File: config.mk
export PLATFORM = sky130hd
export DESIGN_NAME = exc_ctrl
export DESIGN_NICKNAME = d
export VERILOG_FILES = /design/src/rtl/exc_pkg.sv /design/src/rtl/sat_cnt.sv /design/src/rtl/exc_ctrl.sv
export SDC_FILE = /design/constraint.sdc
export NUM_CORES = 1
export LEC_CHECK = 0
export ABC_AREA = 1
export CAP_MARGIN = 20
export CORE_MARGIN = 2
export CORE_UTILIZATION = 45
export CTS_BUF_LIST = sky130_fd_sc_hd__clkbuf_8
export CTS_CLUSTER_DIAMETER = 120
export DETAILED_ROUTE_END_ITERATION = 10
export PLACE_DENSITY = 0.78
export SETUP_SLACK_MARGIN = 0.1
export SLEW_MARGIN = 10
export SYNTH_ARGS = -nofsm -noshare
export SYNTH_HDL_FRONTEND = slang
export SYNTH_SLANG_ARGS = --single-unit
File: constraint.sdc
create_clock -name clk -period 1.4 [get_ports clk]
set_input_delay 0.21 -clock clk [delete_from_list [all_inputs] [get_ports clk]]
set_output_delay 0.21 -clock clk [all_outputs]
set_load 0.02 [all_outputs]
File: src/rtl/exc_pkg.sv
// Shared definitions for the exception/return controller: state encoding,
// exception cause codes, default handler vector and counter width.
package exc_pkg;

  typedef enum logic [1:0] {
    RUN     = 2'b00,
    HANDLER = 2'b01,
    HALTED  = 2'b10,
    FAULT   = 2'b11
  } state_e;

  localparam logic [1:0] CAUSE_NONE    = 2'b00;
  localparam logic [1:0] CAUSE_ILLEGAL = 2'b01;
  localparam logic [1:0] CAUSE_NESTED  = 2'b10;
  localparam logic [1:0] CAUSE_BADRTI  = 2'b11;

  localparam logic [15:0] DEFAULT_HANDLER_ADDR = 16'h0002;
  localparam int          CNT_W                = 16;

  // HALTED and FAULT both stop the machine until reset.
  function automatic logic is_stopped(input state_e st);
    return (st == HALTED) || (st == FAULT);
  endfunction

endpackage

File: src/rtl/sat_cnt.sv
// Saturating up-counter with synchronous active-low clear; parks at all-ones.
module sat_cnt
  import exc_pkg::*;
#(
  parameter int W = CNT_W
) (
  input  logic         clk,
  input  logic         clr_n,
  input  logic         inc,
  output logic [W-1:0] count
);

  logic [W-1:0] count_q;
  logic [W-1:0] count_d;

  always_comb begin
    count_d = count_q;
    if (inc && (count_q != {W{1'b1}})) begin
      count_d = count_q + {{(W-1){1'b0}}, 1'b1};
    end
  end

  always_ff @(posedge clk) begin
    if (!clr_n) begin
      count_q <= '0;
    end else begin
      count_q <= count_d;
    end
  end

  assign count = count_q;

endmodule

File: src/rtl/exc_ctrl.sv
// Exception/return controller between decode and the fetch PC mux.
// Optional EXC_CNT_EN adds exc_count, a saturating count of accepted SIICs.
module exc_ctrl
  import exc_pkg::*;
#(
  parameter int                 ADDR_W       = 16,
  parameter logic [ADDR_W-1:0]  HANDLER_ADDR = DEFAULT_HANDLER_ADDR
) (
  input  logic              clk,
  input  logic              rst_n,
  input  logic              valid_in,
  input  logic              siic,
  input  logic              rti,
  input  logic              err,
  input  logic              halt_req,
  input  logic [ADDR_W-1:0] pc_next,
  output logic              redirect,
  output logic [ADDR_W-1:0] redirect_pc,
  output logic              flush,
  output logic              halt_out,
  output logic              in_handler,
  output logic [ADDR_W-1:0] epc,
  output logic [1:0]        exc_cause
`ifdef EXC_CNT_EN
  ,
  output logic [15:0]       exc_count
`endif
);

  state_e            state_q, state_d;
  logic [ADDR_W-1:0] epc_q, epc_d;
  logic [ADDR_W-1:0] rpc_q, rpc_d;
  logic [1:0]        cause_q, cause_d;
  logic              redirect_q, redirect_d;
  logic              halt_q, halt_d;
  logic              in_handler_q, in_handler_d;

  // Events are decoded in priority order err > halt_req > siic > rti.
  always_comb begin
    state_d    = state_q;
    epc_d      = epc_q;
    rpc_d      = rpc_q;
    cause_d    = cause_q;
    redirect_d = 1'b0;

    if (valid_in && !is_stopped(state_q)) begin
      if (err) begin
        state_d = FAULT;
        cause_d = CAUSE_ILLEGAL;
      end else if (halt_req) begin
        state_d = HALTED;
      end else if (siic) begin
        if (state_q == RUN) begin
          epc_d      = pc_next;
          rpc_d      = HANDLER_ADDR;
          redirect_d = 1'b1;
          state_d    = HANDLER;
        end else begin
          state_d = FAULT;
          cause_d = CAUSE_NESTED;
        end
      end else if (rti) begin
        if (state_q == HANDLER) begin
          rpc_d      = epc_q;
          redirect_d = 1'b1;
          state_d    = RUN;
        end else begin
          state_d = FAULT;
          cause_d = CAUSE_BADRTI;
        end
      end
    end

    halt_d       = is_stopped(state_d);
    in_handler_d = (state_d == HANDLER);
  end

  always_ff @(posedge clk) begin
    if (!rst_n) begin
      state_q      <= RUN;
      epc_q        <= '0;
      rpc_q        <= '0;
      cause_q      <= CAUSE_NONE;
      redirect_q   <= 1'b0;
      halt_q       <= 1'b0;
      in_handler_q <= 1'b0;
    end else begin
      state_q      <= state_d;
      epc_q        <= epc_d;
      rpc_q        <= rpc_d;
      cause_q      <= cause_d;
      redirect_q   <= redirect_d;
      halt_q       <= halt_d;
      in_handler_q <= in_handler_d;
    end
  end

  // Flush shares the redirect register so the two pulses can never skew.
  assign redirect    = redirect_q;
  assign flush       = redirect_q;
  assign redirect_pc = rpc_q;
  assign halt_out    = halt_q;
  assign in_handler  = in_handler_q;
  assign epc         = epc_q;
  assign exc_cause   = cause_q;

`ifdef EXC_CNT_EN
  logic siic_accept;
  assign siic_accept = redirect_d && (state_q == RUN);

  sat_cnt #(
    .W(16)
  ) u_sat_cnt (
    .clk  (clk),
    .clr_n(rst_n),
    .inc  (siic_accept),
    .count(exc_count)
  );
`endif

endmodule

==> qor.yml, run 1 <==
outcome:
  outcome: "completed"
logic_synthesis:
  synth_common_cells: "39 x dfxtp_1, 39 x nor2_1, 29 x nand2_1"
  synth_top_cell_by_area: "dfxtp_1"
  async_reset_ff_frac: 0
  ys_ff_latch: 39
  synth_area_leaders: "dfxtp_1 49%, nor2_1 9.2%, o21ai_0 7.2%"
  yosysSeqAreaShare: 0.4906
  synth-edff-count: 0
  synth_nets: 226
  yosysWarnings: 0
  ys.flop_type: "dfxtp_1"
  avgSynthCellArea_um2: 7.840
  synth_cell_type_count: 22
  postSynthCellCount: 203
  synth_area_um2: 1592
  synth_top_area_share: 0.4906
die:
  fp.dieArea_um2: 4028
  fp.dieH_um: 63.47
  io_pins: 61
  rows: 21
  coreArea_um2: 3363
  die_x_um: 63.47
  start_util: 0.4732
cts:
  clk_path_buf_depth: 2
  root_buffer: "clkbuf_8"
  clkLatencyLatePin_ns: 0.29
  h-tree-depth: 2
  cts_made_buffers: 5
  cts_sinks: 39
  cts_tree: "built"
  clk_pin_slew_ns: 0.07
drt:
  drt-total-wl_um: 4279
  drt_iter0_drc: 68
  drt-wirelength-per-cell_um: 13.05
  drcViolationCount: 0
  dr.pass1.iters: 4
  ant_nets: 0
  via_per_inst: 4.979
  vias: 1633
sta:
  fin_ws_ns: 0.06764
  tns_ns: 0
  hold_viol_final: 0
  clock_skew_ns: 0.005172
  max-slew-margin-rel: 0.8025
  rsz0062_at_grt: "true"
  min_period_over_period: 0.9517
  period_needed_ns: 1.332
  setup_violations: 0
  max_freq_mhz: 750.5
  slew_viol_final: 0
  tightest_slew_ns: 0.2954
final_layout:
  nets: 304
  fill_cells: 292
  diodes: 0
  syn2layout_area_growth_pct: 57.55
  drive_gt1_frac: 0.2163
placed_design:
  dp_hpwl_um: 2873
  gp_congestion: 0.9314
  pre_cts_ws_ns: -0.2450
  io_buffers: 60
worst_setup_path:
  crit_arrival_ns: 1.55
  cp_max_fo: 16
  cp-start-kind: "primary input"
  startpoint: "halt_req"
  regToRegSetupSlack_ns: 0.08
  reg2reg_from: "state_q[1]"
  endpoint: "redirect_pc[10]"
  rr_endpoint: "redirect_pc[10]"
  r2r_cells: 8
  endpoint_kind: "flip-flop"
  required_ns: 1.62
  worstSetupPathType: "in -> reg"
power:
  irDropWorstVdd_uv: 713.8
  power_leakage_uw: 0.001239
  p_per_area_nw_per_um2: 1021
grt:
  grt_pass1_wl_um: 6686
  antenna_found_initial: 0
  grt-ovfl-total: 0
  grt_max_degree: 31
  track_usage: 0.2114
  grt_pass1_vias: 1429
hold_path:
  min_from: "valid_in"
  hp-class: "in -> reg"
run:
  cap_violations: 0
layout make-up:
cell class / count / area, um^2 / share of cell area
timing repair buffer: 81 / 740.7 / 0.2954
clock buffer: 5 / 68.82 / 0.02745
sequential: 39 / 788.3 / 0.3144
clock inverter: 3 / 63.81 / 0.02545
inverter: 14 / 57.56 / 0.02295
multi-input combinational: 140 / 730.7 / 0.2914
tap: 46 / 57.56 / 0.02295
cells by family after synthesis:
| group | count (synthesis) | share of synthesized area |
|---|---|---|
| AND/OR/NAND/NOR | 97 | 0.2665 |
| buffers and inverters | 25 | 0.08412 |
| flip-flops | 39 | 0.4906 |
| AO/OA/AOI/OAI | 42 | 0.1588 |
routing by layer:
metal / vias up / track usage / routed length (um)
met3: 8 / 0.05893 / 238
met2: 49 / 0.3237 / 2084
met1: 760 / 0.2835 / 1893
met5: - / 0 / 0
met4: 0 / 0.07880 / 63
li1: 816 / - / -
metrics by stage:
stage	util	total power, uW	instance area, um^2	instances	hold slack, ns
6_report	0.7455	2560	2507	328	0.2924
5_1_grt	0.7455	2658	2507	328	0.3199
4_1_cts	0.7202	2527	2422	323	0.4468
3_5_place_dp	0.6886	1459	2316	314	0.4375
3_3_place_gp	0.6886	1457	2316	314	0.4365
2_1_floorplan	-	1304	1592	203	0.3382
where the power goes:
group / internal (uW) / switching, uW
clock network: 705 / 384
logic: 157 / 164
registers: 1130 / 18.8
state kept, by name, indices dropped and copies added, names as in the netlist:
register and cells:
redirect_pc 16, in_handler 1, flush 1, exc_cause 2
epc 16, halt_out 1, state_q 2
worst min path at each step:
stage / endpoint / slack, ns / cells past startpoint
floorplan: epc[5] / 0.34 / 2
global placement: exc_cause[0] / 0.44 / 2
detailed placement: exc_cause[0] / 0.44 / 2
CTS: exc_cause[0] / 0.45 / 2
global route: halt_out / 0.32 / 3
finish: state_q[1] / 0.29 / 3
worst max-delay path, cell delays in order:
cell and delay (ns):
clkdlybuf4s50_1 0.43, inv_1 0.13, nand2_2 0.10, nor2_1 0.12
nand2_1 0.10, nor2_4 0.12, nand2_2 0.07, buf_12 0.16
o21ai_0 0.12
cell usage in the layout (no fill, tap or decap):
cell type        count
o21ai_1              5
o21ai_2              9
inv_1                9
nor2_2               1
nor3_4               1
dfxtp_4              2
dfxtp_1             37
nand2_1             27
a21oi_1              6
clkdlybuf4s50_1     20
nor2_1              39
inv_2                4
nor3_2               1
inv_4                2
dlygate4sd2_1       39
o211ai_1             1
clkbuf_8             5
o21ai_4              1
bufinv_16            2
nand3_1             17
nand2_2              6
dlymetal6s2s_1       1
a21o_1               1
nand2_4              3
o21ai_0             19
buf_12               2
buf_6                1
buf_4               18
nor2_4               3
what timing repair did:
action / 4_1_cts / 5_1_grt
setup buffers: 1 / 5
hold buffers: 0 / 0
cloned: 0 / 1
setup endpoints to repair: 50 / 35
resized for setup: 43 / 19
pin swaps: 1 / 7
(Power assumes the default switching activity.)
==> inputs of run 2 (changes only) <==
- CORE_MARGIN: 2 -> 10
- MAX_ROUTING_LAYER: not set -> met4
==> run 2 against run 1 <==
Net effect: combinational power grew 3%; final cell count grew 1.5%; non-clock buffer count grew 5; sequential share of layout area shrank 1.3 points; worst setup slack lost 0.047 ns; hold slack gained 0.15 ns; sequential power is essentially flat; fmax shrank 3.4%; first-iteration DRC count grew 53%; register-to-register slack lost 0.05 ns; die area grew 57%; power grew 1.1%; critical endpoint is now epc[1].
==> qor.yml, run 2 (same netlist as run 1, synthesis figures left out) <==
drt:
  drt-total-wl_um: 5148  # was 4279 um
  vias: 1670  # was 1,633
  via_per_inst: 5.015  # was 4.979
  drt-wirelength-per-cell_um: 15.46  # was 13.05 um
  drcViolationCount: 0  # unchanged
  drt_iter0_drc: 104  # was 68
  ant_nets: 0  # unchanged
  dr.pass1.iters: 4  # unchanged
final_layout:
  final_common_cell: "dlygate4sd2_1"
  fin_area_um2: 2614  # was 2507 um^2
  diodes: 0  # unchanged
  drive_gt1_frac: 0.2683  # was 0.2163
  multi_input_area_um2: 770.7  # was 730.7 um^2
  nets: 309  # was 304
  ff_latch_area_um2: 788.3  # unchanged
  layout_common_cells: "39 x dlygate4sd2_1, 37 x dfxtp_1, 33 x nor2_1, 26 x nand2_1"  # was 39 x nor2_1, 39 x dlygate4sd2_1, 37 x dfxtp_1, 27 x nand2_1, 20 x clkdlybuf4s50_1
  instances_no_fill: 333  # was 328
  syn2layout_area_growth_pct: 64.23  # was 57.55%
  fill_cells: 232  # was 292
grt:
  grt-ovfl-total: 0  # unchanged
  grt_pass1_vias: 1529  # was 1,429
  antenna_found_initial: 0  # unchanged
  grt_max_degree: 20  # was 31
  track_usage: 0.1505  # was 0.2114
  grt_pass1_wl_um: 7362  # was 6686 um
worst_setup_path:
  crit_buf_inv: 3  # unchanged
  endpoint_kind: "flip-flop"  # unchanged
  worstSetupPathType: "in -> reg"  # unchanged
  cp_top_family: "buffers and inverters"  # unchanged
  crit_path_top_delay_cell: "clkdlybuf4s50_1"  # unchanged
  crit_arrival_ns: 1.57  # was 1.55 ns
  cp_cell_sequence: "clkdlybuf4s50_1 > inv_2 > nand2_2 > nor3_4 > clkinv_2 > nor2_1 > nor2_1"  # was clkdlybuf4s50_1 > inv_1 > nand2_2 > nor2_1 > nand2_1 > nor2_4 > nand2_2 > buf_12 > o21ai_0
  slowest_delay_ns: 0.43  # about the same
  crit_top_cell: "nor2_1"  # was nand2_2
  cp-start-kind: "primary input"  # unchanged
  required_ns: 1.59  # was 1.62 ns
  cp_max_fo: 8  # was 16
cts:
  clkLatencyLatePin_ns: 0.30  # was 0.29 ns
  cts_made_buffers: 5  # unchanged
  clk_path_buf_depth: 2  # unchanged
  h-tree-depth: 2  # unchanged
  cts_sinks: 39  # unchanged
  root_buffer: "clkbuf_8"  # unchanged
  cts_tree: "built"  # unchanged
  clk_pin_slew_ns: 0.07  # about the same
run:
  cap_violations: 0  # unchanged
die:
  rows: 21  # unchanged
  fp.dieArea_um2: 6315  # was 4028 um^2
  die_x_um: 79.47  # was 63.47 um
  io_pins: 61  # unchanged
  coreArea_um2: 3390  # was 3363 um^2
  fp.dieH_um: 79.47  # was 63.47 um
  start_util: 0.4695  # was 0.4732
sta:
  max_freq_mhz: 724.9  # was 750.5 MHz
  slew_viol_final: 0  # unchanged
  rsz0062_at_grt: "true"  # unchanged
  max-slew-margin-rel: 0.8156  # was 0.8025
  tightest_slew_ns: 0.2758  # was 0.2954 ns
  clock_skew_ns: 0.004568  # was 0.005172 ns
  period_needed_ns: 1.379  # was 1.332 ns
  tns_ns: 0  # unchanged
  hold_viol_final: 0  # unchanged
  fin_ws_ns: 0.02057  # was 0.06764 ns
  min_period_over_period: 0.9853  # was 0.9517
  setup_violations: 0  # unchanged
placed_design:
  place_inst: 316  # was 314
  io_buffers: 60  # unchanged
  gp_congestion: 0.8904  # was 0.9314
  placed_cell_area_um2: 2318  # was 2316 um^2
  dp_hpwl_um: 3381  # was 2873 um
  pre_cts_ws_ns: -0.2774  # was -0.2450 ns
outcome:
  outcome: "completed"  # unchanged
hold_path:
  hp-class: "reg -> reg"  # was in -> reg
power:
  irDropWorstVdd_uv: 650.0  # was 713.8 uV
  p_per_area_nw_per_um2: 990.7  # was 1021 nW/um^2
  power_leakage_uw: 0.001274  # was 0.001239 uW
## run 2: what timing repair did
action | CTS | global route
buffers inserted | 2 | 4
pin swaps | 5 | 7
cloned | 0 | 3
gates resized for setup | 49 | 39
hold buffers | 0 | 0
setup endpoints to repair | 55 | 35
## run 2: per-layer routing
metal  vias up  track usage  routed length, um
li1        822            -                  -
met1       773       0.1769               2071
met2        61       0.2233               2558
met3        14      0.05293                375
met4         0      0.07168                143
met5         -            -                  0
## run 2: area by class of cell
type | instances | share of cell area
multi-input combinational | 139 | 0.2949
clock buffer | 5 | 0.02633
sequential | 39 | 0.3016
inverter | 14 | 0.02585
clock inverter | 3 | 0.02441
tap | 46 | 0.02202
timing repair inverter | 1 | 0.001915
timing repair buffer | 86 | 0.3030
## run 2: path summary, 6_finish.rpt
kind	startpoint	end	slack [ns]	depth (start not counted)
worst min register to register	exc_cause[0]	exc_cause[0]	0.44	2
worst max register to register	state_q[0]	epc[1]	0.03	6
worst min-delay path	exc_cause[0]	exc_cause[0]	0.44	2
worst max-delay path	halt_req	epc[1]	0.02	7
## run 2: worst register-to-register path, cell delays in order (launching register included)
cell and delay, ns:
dfxtp_4 0.37, nor2_4 0.14, nand2_4 0.09, nor3_4 0.22
clkinv_2 0.23, nor2_1 0.16, nor2_1 0.06
## run 2: power breakdown
part	switching [uW]	internal [uW]
sequential	20.5	1130
combinational	175	155
clock	402	705
total	597	1990
## run 2: through the flow
step           hold WS (ns)    util  power (uW)
6_report             0.4449  0.7711        2590
5_1_grt              0.4692  0.7711        2685
4_1_cts              0.3872  0.7195        2545
3_5_place_dp         0.4391  0.6840        1460
3_3_place_gp         0.4327  0.6840        1457
2_1_floorplan        0.3382       -        1304
